## src/rtl/uart_frame_rx_if.sv

```systemverilog
// ---------------------------------------------------------------------------
// uart_frame_rx_if
//   Byte-stream bundle around the frame deframer.
//   Upstream side  : in_data / in_valid / in_ready (bytes from the UART)
//   Downstream side: out_data / out_valid / out_last / out_ready (payload)
//   Status         : frame_ok / frame_err pulses, err_code cause of last drop
//
//   slave  modport : the deframer itself
//   master modport : the environment (UART receive port + payload consumer)
// ---------------------------------------------------------------------------
interface uart_frame_rx_if;
    logic [7:0] in_data;
    logic       in_valid;
    logic       in_ready;
    logic [7:0] out_data;
    logic       out_valid;
    logic       out_last;
    logic       out_ready;
    logic       frame_ok;
    logic       frame_err;
    logic [1:0] err_code;

    modport slave (
        input  in_data, in_valid, out_ready,
        output in_ready, out_data, out_valid, out_last,
               frame_ok, frame_err, err_code
    );

    modport master (
        output in_data, in_valid, out_ready,
        input  in_ready, out_data, out_valid, out_last,
               frame_ok, frame_err, err_code
    );
endinterface

```

## src/rtl/uart_frame_rx.sv

```systemverilog
// ---------------------------------------------------------------------------
// uart_frame_rx
//   Deframer for the UART receive byte stream. Hunts for SYNC_BYTE, collects
//   LEN payload bytes (and an optional checksum byte) into an internal
//   buffer, then replays the payload as a burst with a last-byte marker.
//   Bad length, bad checksum and inter-byte timeouts drop the frame and
//   raise frame_err with a cause code.
//
//   Frame: SYNC_BYTE, LEN, payload[LEN] (, CSUM when UART_FRAME_CSUM_EN)
//   CSUM makes (LEN + payload + CSUM) mod 256 == 0.
//
//   Build option:
//     UART_FRAME_CSUM_EN - when defined, the CSUM byte is expected and
//                          checked; otherwise frames end after the payload.
//
//   Ports:
//     clk    - single rising-edge clock
//     rst_n  - asynchronous active-low reset
//     bus    - uart_frame_rx_if.slave:
//              in_data/in_valid/in_ready    byte input with backpressure
//              out_data/out_valid/out_last/out_ready payload output
//              frame_ok   pulse when a good frame starts draining
//              frame_err  pulse when a frame is dropped
//              err_code   1=bad length, 2=checksum, 3=timeout (held)
// ---------------------------------------------------------------------------
module uart_frame_rx #(
    parameter int unsigned MAX_LEN      = 16,
    parameter logic [7:0]  SYNC_BYTE    = 8'hA5,
    parameter int unsigned TIMEOUT_CLKS = 50000
) (
    input  logic           clk,
    input  logic           rst_n,
    uart_frame_rx_if.slave bus
);
    localparam int               IDX_W     = (MAX_LEN > 1) ? $clog2(MAX_LEN) : 1;
    localparam int               TMO_W     = $clog2(TIMEOUT_CLKS + 1);
    localparam logic [7:0]       MAX_LEN_B = 8'(MAX_LEN);
    localparam logic [TMO_W-1:0] TMO_LAST  = TMO_W'(TIMEOUT_CLKS - 1);
    localparam logic [1:0]       ERR_LEN   = 2'd1;
    localparam logic [1:0]       ERR_TMO   = 2'd3;
`ifdef UART_FRAME_CSUM_EN
    localparam logic [1:0]       ERR_CSUM  = 2'd2;
`endif

    typedef enum logic [2:0] {
        ST_HUNT,
        ST_LEN,
        ST_PAYLOAD,
        ST_CSUM,
        ST_DRAIN
    } state_t;

    state_t state_reg, state_next;

    // Frame bookkeeping
    logic [7:0]       len_reg;
    logic [7:0]       wr_cnt_reg;
    logic [7:0]       rd_cnt_reg;
    logic [TMO_W-1:0] tmo_cnt_reg;
    logic             frame_ok_reg;
    logic             frame_err_reg;
    logic [1:0]       err_code_reg;

    // Payload buffer (block RAM, registered read, no reset on contents)
    logic [7:0]       buf_mem [MAX_LEN];
    logic [7:0]       rd_data_reg;
    logic             byp_reg;
    logic [7:0]       byp_data_reg;

    // Decode
    logic             in_ready_int;
    logic             accept;
    logic             in_frame_st;
    logic             len_bad;
    logic             last_payload;
    logic             drain_last;
    logic             drain_hs;
    logic             tmo_hit;
    logic             enter_drain;
    logic             drop;
    logic [1:0]       drop_code;
    logic             mem_we;
    logic             rd_en;
    logic [IDX_W-1:0] wr_addr;
    logic [IDX_W-1:0] rd_addr;
    logic             out_valid_int;

`ifdef UART_FRAME_CSUM_EN
    logic [7:0]       sum_reg;
    logic [7:0]       sum_with_byte;
    logic             csum_ok;

    always_comb begin
        sum_with_byte = sum_reg + bus.in_data;
        csum_ok       = (sum_with_byte == 8'd0);
    end

    // Running sum is seeded with LEN and accumulates every payload byte.
    always_ff @(posedge clk or negedge rst_n) begin
        if (!rst_n) begin
            sum_reg <= 8'd0;
        end else if (state_reg == ST_LEN && accept) begin
            sum_reg <= bus.in_data;
        end else if (mem_we) begin
            sum_reg <= sum_with_byte;
        end
    end
`endif

    // -----------------------------------------------------------------
    // Shared decode of the current cycle
    // -----------------------------------------------------------------
    always_comb begin
        in_ready_int = (state_reg != ST_DRAIN);
        accept       = bus.in_valid && in_ready_int;
        in_frame_st  = (state_reg == ST_LEN) || (state_reg == ST_PAYLOAD) ||
                       (state_reg == ST_CSUM);
        len_bad      = (bus.in_data == 8'd0) || (bus.in_data > MAX_LEN_B);
        last_payload = (wr_cnt_reg == len_reg - 8'd1);
        drain_last   = (rd_cnt_reg == len_reg - 8'd1);
        drain_hs     = (state_reg == ST_DRAIN) && bus.out_ready;
        // Fires on the idle cycle that makes the count reach TIMEOUT_CLKS.
        tmo_hit      = in_frame_st && !accept && (tmo_cnt_reg == TMO_LAST);

        drop      = 1'b0;
        drop_code = ERR_LEN;
        if (tmo_hit) begin
            drop      = 1'b1;
            drop_code = ERR_TMO;
        end else if (state_reg == ST_LEN && accept && len_bad) begin
            drop      = 1'b1;
            drop_code = ERR_LEN;
        end
`ifdef UART_FRAME_CSUM_EN
        else if (state_reg == ST_CSUM && accept && !csum_ok) begin
            drop      = 1'b1;
            drop_code = ERR_CSUM;
        end
`endif
    end

    // -----------------------------------------------------------------
    // FSM: state register
    // -----------------------------------------------------------------
    always_ff @(posedge clk or negedge rst_n) begin
        if (!rst_n) begin
            state_reg <= ST_HUNT;
        end else begin
            state_reg <= state_next;
        end
    end

    // -----------------------------------------------------------------
    // FSM: next state
    // -----------------------------------------------------------------
    always_comb begin
        state_next = state_reg;
        unique case (state_reg)
            ST_HUNT: begin
                if (accept && bus.in_data == SYNC_BYTE) begin
                    state_next = ST_LEN;
                end
            end
            ST_LEN: begin
                // A rejected length byte goes back to HUNT without being
                // considered as a new sync byte.
                if (tmo_hit) begin
                    state_next = ST_HUNT;
                end else if (accept) begin
                    state_next = len_bad ? ST_HUNT : ST_PAYLOAD;
                end
            end
            ST_PAYLOAD: begin
                if (tmo_hit) begin
                    state_next = ST_HUNT;
                end else if (accept && last_payload) begin
`ifdef UART_FRAME_CSUM_EN
                    state_next = ST_CSUM;
`else
                    state_next = ST_DRAIN;
`endif
                end
            end
            ST_CSUM: begin
`ifdef UART_FRAME_CSUM_EN
                if (tmo_hit) begin
                    state_next = ST_HUNT;
                end else if (accept) begin
                    state_next = csum_ok ? ST_DRAIN : ST_HUNT;
                end
`else
                state_next = ST_HUNT;
`endif
            end
            ST_DRAIN: begin
                if (drain_hs && drain_last) begin
                    state_next = ST_HUNT;
                end
            end
            default: state_next = ST_HUNT;
        endcase
    end

    // -----------------------------------------------------------------
    // FSM: outputs
    // -----------------------------------------------------------------
    always_comb begin
        out_valid_int  = (state_reg == ST_DRAIN);
        bus.in_ready   = in_ready_int;
        bus.out_valid  = out_valid_int;
        bus.out_last   = out_valid_int && drain_last;
        bus.out_data   = 8'd0;
        if (out_valid_int) begin
            bus.out_data = byp_reg ? byp_data_reg : rd_data_reg;
        end
        bus.frame_ok   = frame_ok_reg;
        bus.frame_err  = frame_err_reg;
        bus.err_code   = err_code_reg;
    end

    // -----------------------------------------------------------------
    // Buffer addressing
    // -----------------------------------------------------------------
    always_comb begin
        enter_drain = (state_next == ST_DRAIN) && (state_reg != ST_DRAIN);
        mem_we      = (state_reg == ST_PAYLOAD) && accept;
        wr_addr     = wr_cnt_reg[IDX_W-1:0];
        // Prefetch: entering DRAIN reads entry 0, each non-final handshake
        // reads the following entry so out_data is ready one cycle later.
        rd_en       = enter_drain || (drain_hs && !drain_last);
        rd_addr     = enter_drain ? '0 : IDX_W'(rd_cnt_reg + 8'd1);
    end

    always_ff @(posedge clk) begin
        if (mem_we) begin
            buf_mem[wr_addr] <= bus.in_data;
        end
        if (rd_en) begin
            rd_data_reg <= buf_mem[rd_addr];
        end
    end

    // -----------------------------------------------------------------
    // Counters, status pulses and read-during-write bypass
    // -----------------------------------------------------------------
    always_ff @(posedge clk or negedge rst_n) begin
        if (!rst_n) begin
            len_reg       <= 8'd0;
            wr_cnt_reg    <= 8'd0;
            rd_cnt_reg    <= 8'd0;
            tmo_cnt_reg   <= '0;
            frame_ok_reg  <= 1'b0;
            frame_err_reg <= 1'b0;
            err_code_reg  <= 2'd0;
            byp_reg       <= 1'b0;
            byp_data_reg  <= 8'd0;
        end else begin
            if (state_reg == ST_LEN && accept) begin
                len_reg    <= bus.in_data;
                wr_cnt_reg <= 8'd0;
            end else if (mem_we) begin
                wr_cnt_reg <= wr_cnt_reg + 8'd1;
            end

            if (enter_drain) begin
                rd_cnt_reg <= 8'd0;
            end else if (drain_hs) begin
                rd_cnt_reg <= rd_cnt_reg + 8'd1;
            end

            if (accept || !in_frame_st || tmo_hit) begin
                tmo_cnt_reg <= '0;
            end else begin
                tmo_cnt_reg <= tmo_cnt_reg + 1'b1;
            end

            frame_ok_reg  <= enter_drain;
            frame_err_reg <= drop;
            if (drop) begin
                err_code_reg <= drop_code;
            end

            // A one-byte frame without a checksum enters DRAIN on the same
            // edge that writes entry 0; the RAM read would see stale data,
            // so capture the incoming byte instead.
            if (rd_en) begin
                byp_reg      <= mem_we && (wr_addr == rd_addr);
                byp_data_reg <= bus.in_data;
            end
        end
    end

endmodule
```

## src/flat_wrapper.sv

```systemverilog
// flat-port wrapper written by rule: the top's interface ports become plain ports
module uart_frame_rx_flat 
#(
    parameter int unsigned MAX_LEN      = 16,
    parameter logic [7:0]  SYNC_BYTE    = 8'hA5,
    parameter int unsigned TIMEOUT_CLKS = 50000
)
  (clk, rst_n, bus_in_data, bus_in_valid, bus_out_ready, bus_in_ready, bus_out_data, bus_out_valid, bus_out_last, bus_frame_ok, bus_frame_err, bus_err_code);
  uart_frame_rx_if bus_i ();
  input  logic clk;
  input  logic rst_n;
  input wire logic [$bits(bus_i.in_data)-1:0] bus_in_data;
  input wire logic [$bits(bus_i.in_valid)-1:0] bus_in_valid;
  input wire logic [$bits(bus_i.out_ready)-1:0] bus_out_ready;
  output wire logic [$bits(bus_i.in_ready)-1:0] bus_in_ready;
  output wire logic [$bits(bus_i.out_data)-1:0] bus_out_data;
  output wire logic [$bits(bus_i.out_valid)-1:0] bus_out_valid;
  output wire logic [$bits(bus_i.out_last)-1:0] bus_out_last;
  output wire logic [$bits(bus_i.frame_ok)-1:0] bus_frame_ok;
  output wire logic [$bits(bus_i.frame_err)-1:0] bus_frame_err;
  output wire logic [$bits(bus_i.err_code)-1:0] bus_err_code;
  assign bus_i.in_data = bus_in_data;
  assign bus_i.in_valid = bus_in_valid;
  assign bus_i.out_ready = bus_out_ready;
  assign bus_in_ready = bus_i.in_ready;
  assign bus_out_data = bus_i.out_data;
  assign bus_out_valid = bus_i.out_valid;
  assign bus_out_last = bus_i.out_last;
  assign bus_frame_ok = bus_i.frame_ok;
  assign bus_frame_err = bus_i.frame_err;
  assign bus_err_code = bus_i.err_code;
  uart_frame_rx #(.MAX_LEN(MAX_LEN), .SYNC_BYTE(SYNC_BYTE), .TIMEOUT_CLKS(TIMEOUT_CLKS)) u_core (.clk(clk), .rst_n(rst_n), .bus(bus_i));
endmodule
```

## config.mk

```make
export PLATFORM = sky130hd
export DESIGN_NAME = uart_frame_rx_flat
export DESIGN_NICKNAME = d
export VERILOG_FILES = /design/src/rtl/uart_frame_rx_if.sv /design/src/rtl/uart_frame_rx.sv /design/src/flat_wrapper.sv
export SDC_FILE = /design/constraint.sdc
export NUM_CORES = 1
export LEC_CHECK = 0
export ABC_AREA = 1
export BUFFER_PORTS_ARGS = -buffer_cell sky130_fd_sc_hd__buf_2
export CAP_MARGIN = 20
export CELL_PAD_IN_SITES_DETAIL_PLACEMENT = 1
export CELL_PAD_IN_SITES_GLOBAL_PLACEMENT = 2
export CORE_ASPECT_RATIO = 0.7
export CORE_UTILIZATION = 41
export DETAILED_ROUTE_END_ITERATION = 10
export GPL_ROUTABILITY_DRIVEN = 0
export GPL_TIMING_DRIVEN = 1
export HOLD_SLACK_MARGIN = 0.1
export PLACE_DENSITY_LB_ADDON = 0.1
export RECOVER_POWER = 25
export SKIP_LAST_GASP = 1
export SLEW_MARGIN = 40
export SYNTH_ARGS = -nofsm -noshare
export SYNTH_HDL_FRONTEND = slang
export SYNTH_SLANG_ARGS = --single-unit
```

## constraint.sdc

```tcl
create_clock -name clk -period 2.9 [get_ports clk]
set_input_delay 0.145 -clock clk [delete_from_list [all_inputs] [get_ports clk]]
set_output_delay 0.145 -clock clk [all_outputs]
set_load 0.1 [all_outputs]
```

-- Yosys cells after proc, flatten, opt, wreduce, memory -nomap -nowiden
Memory sizes are Yosys's and may differ from the RTL's. A register that Yosys moved wholly into a read port is not among the register bits.
Cells that the tools add are included.
- register bits: 56
- memory bits (writable): 128
- input port bits: 12
- logic and storage cells: 75
- memories: 1
- memories (memory ; words ; width ; read ports ; clocked after memory_dff ; write ports ; line ; source):
    u_core.buf_mem ; 16 ; 8 ; 1 ; 1 ; 1 ; uart_frame_rx.sv:65 ; logic [7:0] buf_mem [MAX_LEN];
- add/subtract/negate cells: 4
- order comparisons: 1
- eq/ne operators: 11
- mux-type cells: 21
- reduce and logical (&&, ||, !) cells: 27
- operator list (kind ; number):
    two-way mux 8 bit ; 6
    two-way mux 3 bit ; 6
    adder 16 x 1 -> 16 bit (second input constant) ; 1
    adder 8 x 1 -> 8 bit (second input constant) ; 2
    == test 16 bit (second input constant) ; 1
    == test 8 bit ; 2
    two-way mux 16 bit ; 1
    logical AND 1 bit ; 14
    case mux 3 bit (4 select lines) ; 1
    == test 8 bit (second input constant) ; 1
    > comparator 8 x 5 -> 1 bit (second input constant) ; 1
    zero test 8 bit ; 1
    subtractor 8 x 1 -> 8 bit (second input constant) ; 1
    == test 3 x 2 -> 1 bit (second input constant) ; 2
    == test 3 bit (second input constant) ; 2
    logical OR 1 bit ; 6
    == test 4 bit ; 1
    two-way mux 1 bit ; 4
    two-way mux 2 bit ; 2
    two-way mux 4 bit ; 1
    nonzero test 2 bit ; 2
    == test 3 x 1 -> 1 bit (second input constant) ; 1
    zero test 1 bit ; 3
    zero test 3 bit ; 1
    inequality test 3 bit (second input constant) ; 1

-- Depth between registers and ports, before layout
Gate-level depths: netlist (run 1).
- word-level depth: 12
- depth in mapped cells: 19
- gate-level depth less buffers: 17

-- Worst setup path before layout (run 1)
Ideal clock, no wire load.
- kind: register -> output
- start point: register u_core.state_reg[0]
- end point: output port bus_out_data[0]
- arrival time: 2965 ps
- setup slack: -210 ps
- stages on the path, launching flop included: 5
- path buffers: 1
- path through: dfrtp_1 > nor2_1 > nand2_1 > clkbuf_1 > a21oi_1
- cells in the longest elaborated chain, start to end: 2
- ends and longest elaborated chain (element ; line ; source):
    from (decl) ; uart_frame_rx.sv:53 ; state_t state_reg, state_next;
    from (signal assigned) ; uart_frame_rx.sv:149 ; state_reg <= state_next;
    == test 3 bit ; uart_frame_rx.sv:208 ; out_valid_int = (state_reg == ST_DRAIN);
    two-way mux 8 bit ; uart_frame_rx.sv:213 ; if (out_valid_int) begin
    to (decl) ; flat_wrapper.sv:16 ; output wire logic [$bits(bus_i.out_data)-1:0] bus_out_data;
Every way passes these cells.

-- Worst setup path after layout (run 1)
- start point: register u_core.len_reg[1]
- end point: register u_core.rd_data_reg[5] (read register of u_core.buf_mem), data pin
- cells in the longest elaborated chain, start to end: 9
- elaborated cells between the ends (all ways): 15
- classes of those cells: add/sub: 1; eq/ne: 3; mux: 5; reduce/logical: 6
- ends and longest elaborated chain (element ; line ; source):
    from (decl) ; uart_frame_rx.sv:56 ; logic [7:0] len_reg;
    from (signal assigned) ; uart_frame_rx.sv:259 ; len_reg <= bus.in_data;
    subtractor 8 x 1 -> 8 bit (*) ; uart_frame_rx.sv:119, uart_frame_rx.sv:120 ;
    == test 8 bit ; uart_frame_rx.sv:119 ; last_payload = (wr_cnt_reg == len_reg - 8'd1);
    logical AND 1 bit ; uart_frame_rx.sv:176 ; end else if (accept && last_payload) begin
    two-way mux 3 bit ; uart_frame_rx.sv:176 ;
    two-way mux 3 bit ; uart_frame_rx.sv:174 ; if (tmo_hit) begin
    case mux 3 bit (4 select lines) ; uart_frame_rx.sv:158 ; unique case (state_reg)
    == test 3 bit ; uart_frame_rx.sv:225 ; enter_drain = (state_next == ST_DRAIN) && (state_reg != ST_DRAIN);
    logical AND 1 bit ; uart_frame_rx.sv:225 ;
    two-way mux 4 bit or logical OR 1 bit (tied branches) ; uart_frame_rx.sv:231, uart_frame_rx.sv:230 ;
    to (decl) ; uart_frame_rx.sv:66 ; logic [7:0] rd_data_reg;
Mark *: on every way between the ends. The rest lies on a longest branch, timed or not.
A chain may end at the register's enable or synchronous reset.

==> qor.txt, run 1 <==
Root Driver = clkbuf_16
Startpoint type of the worst setup path = register
CP Max Fanout = 20
CTS tree = yes
Clock Skews = 13.0 ps
Worst reg-to-reg path cell count = 17
Reg-to-reg slack, setup = 140 ps
Min-Delay Endpoint = u_core.rd_cnt_reg[0]
Slew HR = -10.4%
Seq cells post-synth = 192
Highest ir drop seen on vdd = 341 uV
Router iterations before antenna repair = 6
Bufs on Longest Clock Path = 2
H-tree Lvls = 4
Largest net degree at the start of global routing = 58
TritonCTS buffer count = 17
Failing checks = capacitance limit, slew limit
Mean Syn Cell Area = 9.96 um^2
Die area = 22800 um^2
Initial DRC Count = 483
Commonest non-fill, non-tap cells in the layout = nand2_1, edfxtp_1, nand3_1, inv_1, nor2_1
Rows = 45
Placed Instances = 1218
Crit path DAT = 2950 ps
First-pass GRT wire length = 42400 um
Drt total wl = 28100 um
Die height = 127 um
PortBufs = 26
Fin. max-slew vios = 24
Gr usage total = 25.1%
Initial antenna violation count = 1
Critical Path Sink Type = register
WHS Path Cells = 3
HPWL Detailed = 18900 um
Critical path class = reg2reg
Die width = 180 um
Hold Crit Class = in2reg
Share of flip-flops with an asynchronous set or reset = 29.2%
Area post-placement = 9630 um^2
Via Count = 6957
Setup_tns = 0 ps
Max cap viols = 1
Utilization after layout = 48.3%
Post-route ant nets = 0
Unrepaired setup endpoints after global routing = true
Reg-to-Reg End = u_core.rd_data_reg[5]
Max reg flops = 128
Design area = 10500 um^2
Min Tclk post-route = 2760 ps
Least-Margin Pin Slew = 1660 ps
Commonest non-fill, non-tap cell in the layout = nand2_1
Antenna cells = 0
Worst r2r src = u_core.len_reg[1]
Ys Warns = 0
Nets = 987
Fin crit share = 95.1%
Layout cells sized above 1 = 15.7%
Sequential share of the synthesized area = 60.3%
Pwr dens = 568 nW/um^2
Highest Clock Rate = 363 MHz
Lkg Pwr = 4.24 nW
Clock Pin Slew Worst Setup and Hold Paths = 70 ps
Final setup viols = 0
EDFF count, synth = 136
DRC viols = 0
Area of the mapped netlist = 9100 um^2
Clk_lat worst skew = 440 ps
Initial core utilization = 41.9%
Mapped Cells = 913
Leading register cell type out of synthesis = edfxtp_1
Vias in the first global route = 7029
Required @ worst endpoint = 3090 ps
Wirelength per Cell = 22.3 um
Cell variety after synth = 42
Total power = 5.96 mW
Status = complete, but fails checks
Syn_nets = 932
Core area = 21700 um^2
# IOs = 27
Fin. Hold Viols = 0
Gr ovfl total = 0
Area growth syn-to-layout = 15.3%
Layout Cells excl Fill = 1263
CTS sink count = 192
Avg Vias per Cell = 5.51
Hold path start = bus_out_ready
## final cells by class
cell class	instances	area (um^2)
Inverter	115	437
Timing Repair Buffer	72	578
Tap cell	282	353
Clock inverter	12	141
Clock buffer	20	457
Multi-Input combinational cell	570	3040
Fill cell	2446	11200
Sequential cell	192	5490
## worst max path at each step
stage | slack, ps | from | end | cells after the start
2_1_floorplan | -210 | u_core.state_reg[0] | bus_out_data[0] | 4
3_3_place_gp | 130 | u_core.len_reg[1] | u_core.rd_data_reg[4] | 16
3_5_place_dp | -50 | u_core.len_reg[1] | u_core.rd_data_reg[0] | 16
4_1_cts | 2 | u_core.len_reg[1] | bus_out_last | 13
5_1_grt | -20 | u_core.len_reg[1] | u_core.rd_data_reg[0] | 17
6_report | 140 | u_core.len_reg[1] | u_core.rd_data_reg[5] | 17
## worst max-delay path, stage by stage (launching register included)
cell	delay (ps)
dfrtp_1	400
inv_2	80
ha_2	310
nand2_1	80
nand2_1	50
nor2_1	80
nand3_1	90
nor2_1	90
nand3_1	80
nor2_2	180
nand4_4	120
buf_12	180
buf_4	150
clkbuf_16	180
o2111ai_1	130
nand3_1	160
nand3_1	90
nand2_1	60
## what timing repair did
item                                    in CTS  in global routing
endpoints found under the setup margin       9                 12
setup buffers                                0                  5
gates resized for setup                      2                 22
hold endpoints to repair                    25                  0
cloned                                       0                  4
pin swaps                                    0                  6
hold buffers                                 4                  0
## kinds of logic (layout without fill, tap and decap cells)
logic type               count (synthesis)  in the layout  synth area share (%)
flip-flops                             192            192                  60.3
AO/OA/AOI/OAI                           79             79                  5.64
adder cells (fa/ha/maj)                  7              7                 0.963
AND/OR/NAND/NOR                        472            474                  24.5
XOR/XNOR                                10             10                  1.11
buffers and inverters                  153            219                  7.47
## per-layer routing
metal	vias to the layer above	track usage, %	wire length [um]
li1	3204	-	-
met1	3552	37.7	13700
met2	179	38.5	12600
met3	22	4.11	1520
met4	0	5.33	337
met5	-	0	0
## metrics by stage
step                      hold WS, ps  worst slack (ps)
after floorplan                  -151              -210
after global placement            215               134
after detailed placement          228             -47.3
after CTS                         190              2.20
after global routing              293             -19.9
final                             233               144
## cell usage after synthesis, types with 2 or more instances
master | number | area (um^2)
nor4_1 | 2 | 12.5
a211oi_1 | 2 | 15.0
nand3_1 | 137 | 686
buf_6 | 9 | 101
o21ai_0 | 24 | 120
nor2_1 | 79 | 297
edfxtp_1 | 136 | 4080
xor2_1 | 8 | 70.1
buf_2 | 5 | 25.0
buf_1 | 4 | 15.0
nand3b_1 | 16 | 120
nand4_1 | 5 | 31.3
dfrtp_1 | 56 | 1400
nor3_1 | 13 | 65.1
clkbuf_1 | 15 | 56.3
inv_2 | 8 | 30.0
nor3b_1 | 5 | 37.5
inv_1 | 106 | 398
nor2_2 | 3 | 18.8
ha_1 | 7 | 87.6
buf_4 | 4 | 30.0
or2_2 | 26 | 163
nand2_8 | 3 | 60.1
a31oi_1 | 3 | 18.8
nand2_2 | 4 | 25.0
o2111ai_1 | 24 | 210
a21oi_1 | 21 | 105
nand2_1 | 174 | 653
## power by group
part / internal [mW] / switching, mW / total [mW]
clock network: 1.27 / 1.13 / 2.41
registers: 2.98 / 0.0392 / 3.02
logic: 0.154 / 0.379 / 0.533
total: 4.40 / 1.55 / 5.96
Note: power is estimated with default switching activity, not from simulation.
==> run 2: changes to the inputs <==
PLACE_DENSITY = 0.87   (was not set)
PLACE_DENSITY_LB_ADDON = not set   (was 0.1)
==> run 2 against run 1 <==
Net effect:
- the run now ends clean
- flip-flop and latch count unchanged
- wire length decreased by 3.6%
- cell count unchanged
- power increased by 0.41%
- worst setup slack improved by 33 ps
- non-clock buffer count unchanged
- worst hold slack improved by 16 ps
- die area unchanged
- maximum frequency increased by 1.2%
- clock-buffer cell count increased by 2
- largest power group unchanged
- highest routed layer unchanged
==> qor.txt, run 2 (synthesis results as in run 1) <==
Status = complete, no violations
HPWL Detailed = 18300 um
Wirelength per Cell = 21.5 um
Largest net degree at the start of global routing = 43
Via Count = 6864
Layout cells sized above 1 = 14.2%
Total power = 5.98 mW
Top layer in use = met4
DRC viols = 0
Commonest non-fill, non-tap cell in the layout = nand2_1
Setup_tns = 0 ps
Reg-to-Reg End = u_core.rd_data_reg[3]
CP Max Fanout = 3
Max reg flops = 128
Highest Clock Rate = 367 MHz
Lkg Pwr = 4.20 nW
Startpoint type of the worst setup path = register
Crit-path cells = inv_1, ha_2, xor2_1, nand3_1, a31oi_1, nand3_1, nor4_4, inv_1, nor2_4, buf_12
Hold Crit Class = in2async
Clock Pin Slew Worst Setup and Hold Paths = 70 ps
CP Depth = 10
Worst reg-to-reg path cell count = 16
Fin crit share = 93.9%
Final setup viols = 0
M1 WL = 13600 um
First-pass GRT wire length = 41600 um
Fill cells = 2475
Met3 WL = 1980 um
Die height = 127 um
Highest ir drop seen on vdd = 450 uV
Reg-to-reg slack, setup = 200 ps
Root Driver = clkbuf_16
Die width = 180 um
Rows = 45
Crit path DAT = 2580 ps
Pwr dens = 577 nW/um^2
Slowest stage delay, CP = 390 ps
Critical Path Sink Type = output port
CTS sink count = 192
Gr ovfl total = 0
Worst r2r src = u_core.len_reg[1]
Die area = 22800 um^2
Avg Vias per Cell = 5.43
CTS tree = yes
Router iterations before antenna repair = 5
Core area = 21700 um^2
Initial core utilization = 41.9%
Met2 WL post-DR = 11300 um
# IOs = 27
Commonest non-fill, non-tap cells in the layout = nand2_1, nand3_1, edfxtp_1, inv_1, nor2_1
Clk_lat worst skew = 440 ps
Slowest stage cell, crit path = dfrtp_1
Drt total wl = 27100 um
Initial DRC Count = 687
TritonCTS buffer count = 17
Max cap viols = 0
Unrepaired setup endpoints after global routing = false
Min Tclk post-route = 2720 ps
Area growth syn-to-layout = 13.9%
Worst path bufs/invs = 3
Nets = 987
Clock Skews = 11.7 ps
Critical path class = reg2out
PortBufs = 26
Post-route ant nets = 0
Bufs on Longest Clock Path = 2
Initial antenna violation count = 0
Required @ worst endpoint = 2760 ps
Fin. max-slew vios = 0
H-tree Lvls = 4
Fin. Hold Viols = 0
Antenna cells = 0
Crit path max-delay family = simple AND/OR/NAND/NOR gates
Slew HR = 16.0%
Vias in the first global route = 6884
Least-Margin Pin Slew = 1260 ps
Gr usage total = 24.5%
## run 2: cell types whose count changed in the layout (fill, tap and decap cells not counted), moves of 2 or more
cell	previous run	this run
clkinv_1	1	3
o2111ai_1	21	24
o2111ai_2	3	0
bufinv_16	1	3
buf_4	31	38
inv_6	3	1
inv_8	4	0
nand3_2	8	0
nand3_1	129	137
buf_6	2	0
clkbuf_16	19	17
## run 2: area by class of cell
type                    count  area [um^2]  area share [%]
repair buffers             72          507            4.89
multi-input cells         570         2980            28.8
flip-flops and latches    192         5490            52.9
inverters                 115          434            4.19
well taps                 282          353            3.40
clock buffers              22          464            4.48
clock inverters            10          136            1.32
## run 2: routing by layer
| layer | vias to the layer above | GRT usage [%] |
|---|---|---|
| li1 | 3201 | - |
| met1 | 3411 | 37.3 |
| met2 | 229 | 35.0 |
| met3 | 23 | 5.97 |
| met4 | 0 | 5.53 |
| met5 | - | 0 |
## run 2: where the power goes
part           internal [mW]  switching (mW)  leakage, nW
combinational          0.152           0.365         1.95
sequential              2.98          0.0398         1.96
clock                   1.40            1.04        0.290
## run 2: worst max-delay path by stage
stage / startpoint / endpoint / slack, ps
floorplan: u_core.state_reg[0] / bus_out_data[0] / -210
finish: u_core.len_reg[1] / bus_out_last / 180
detailed placement: u_core.len_reg[1] / u_core.rd_data_reg[7] / 30
CTS: u_core.len_reg[1] / bus_out_last / 30
global placement: u_core.len_reg[1] / u_core.rd_data_reg[7] / 80
global route: u_core.len_reg[1] / bus_out_last / 5
## run 2: through the flow
stage | util [%] | hold WS [ps] | cell area [um^2] | std cells | worst slack (ps)
6_report | 47.7 | 250 | 10400 | 1263 | 177
5_1_grt | 47.7 | 270 | 10400 | 1263 | 4.81
4_1_cts | 47.4 | 124 | 10300 | 1256 | 30.9
3_5_place_dp | 44.4 | 194 | 9650 | 1220 | 31.2
3_3_place_gp | 44.4 | 402 | 9650 | 1220 | 77.6
2_1_floorplan | - | -151 | 9100 | 913 | -210
## run 2: timing repair
action | 4_1_cts | 5_1_grt
pin swaps | 0 | 4
endpoints found under the hold margin | 50 | 0
hold buffers | 4 | 0
setup buffers | 0 | 5
setup endpoints to repair | 4 | 18
cloned | 0 | 2
resized for setup | 1 | 7
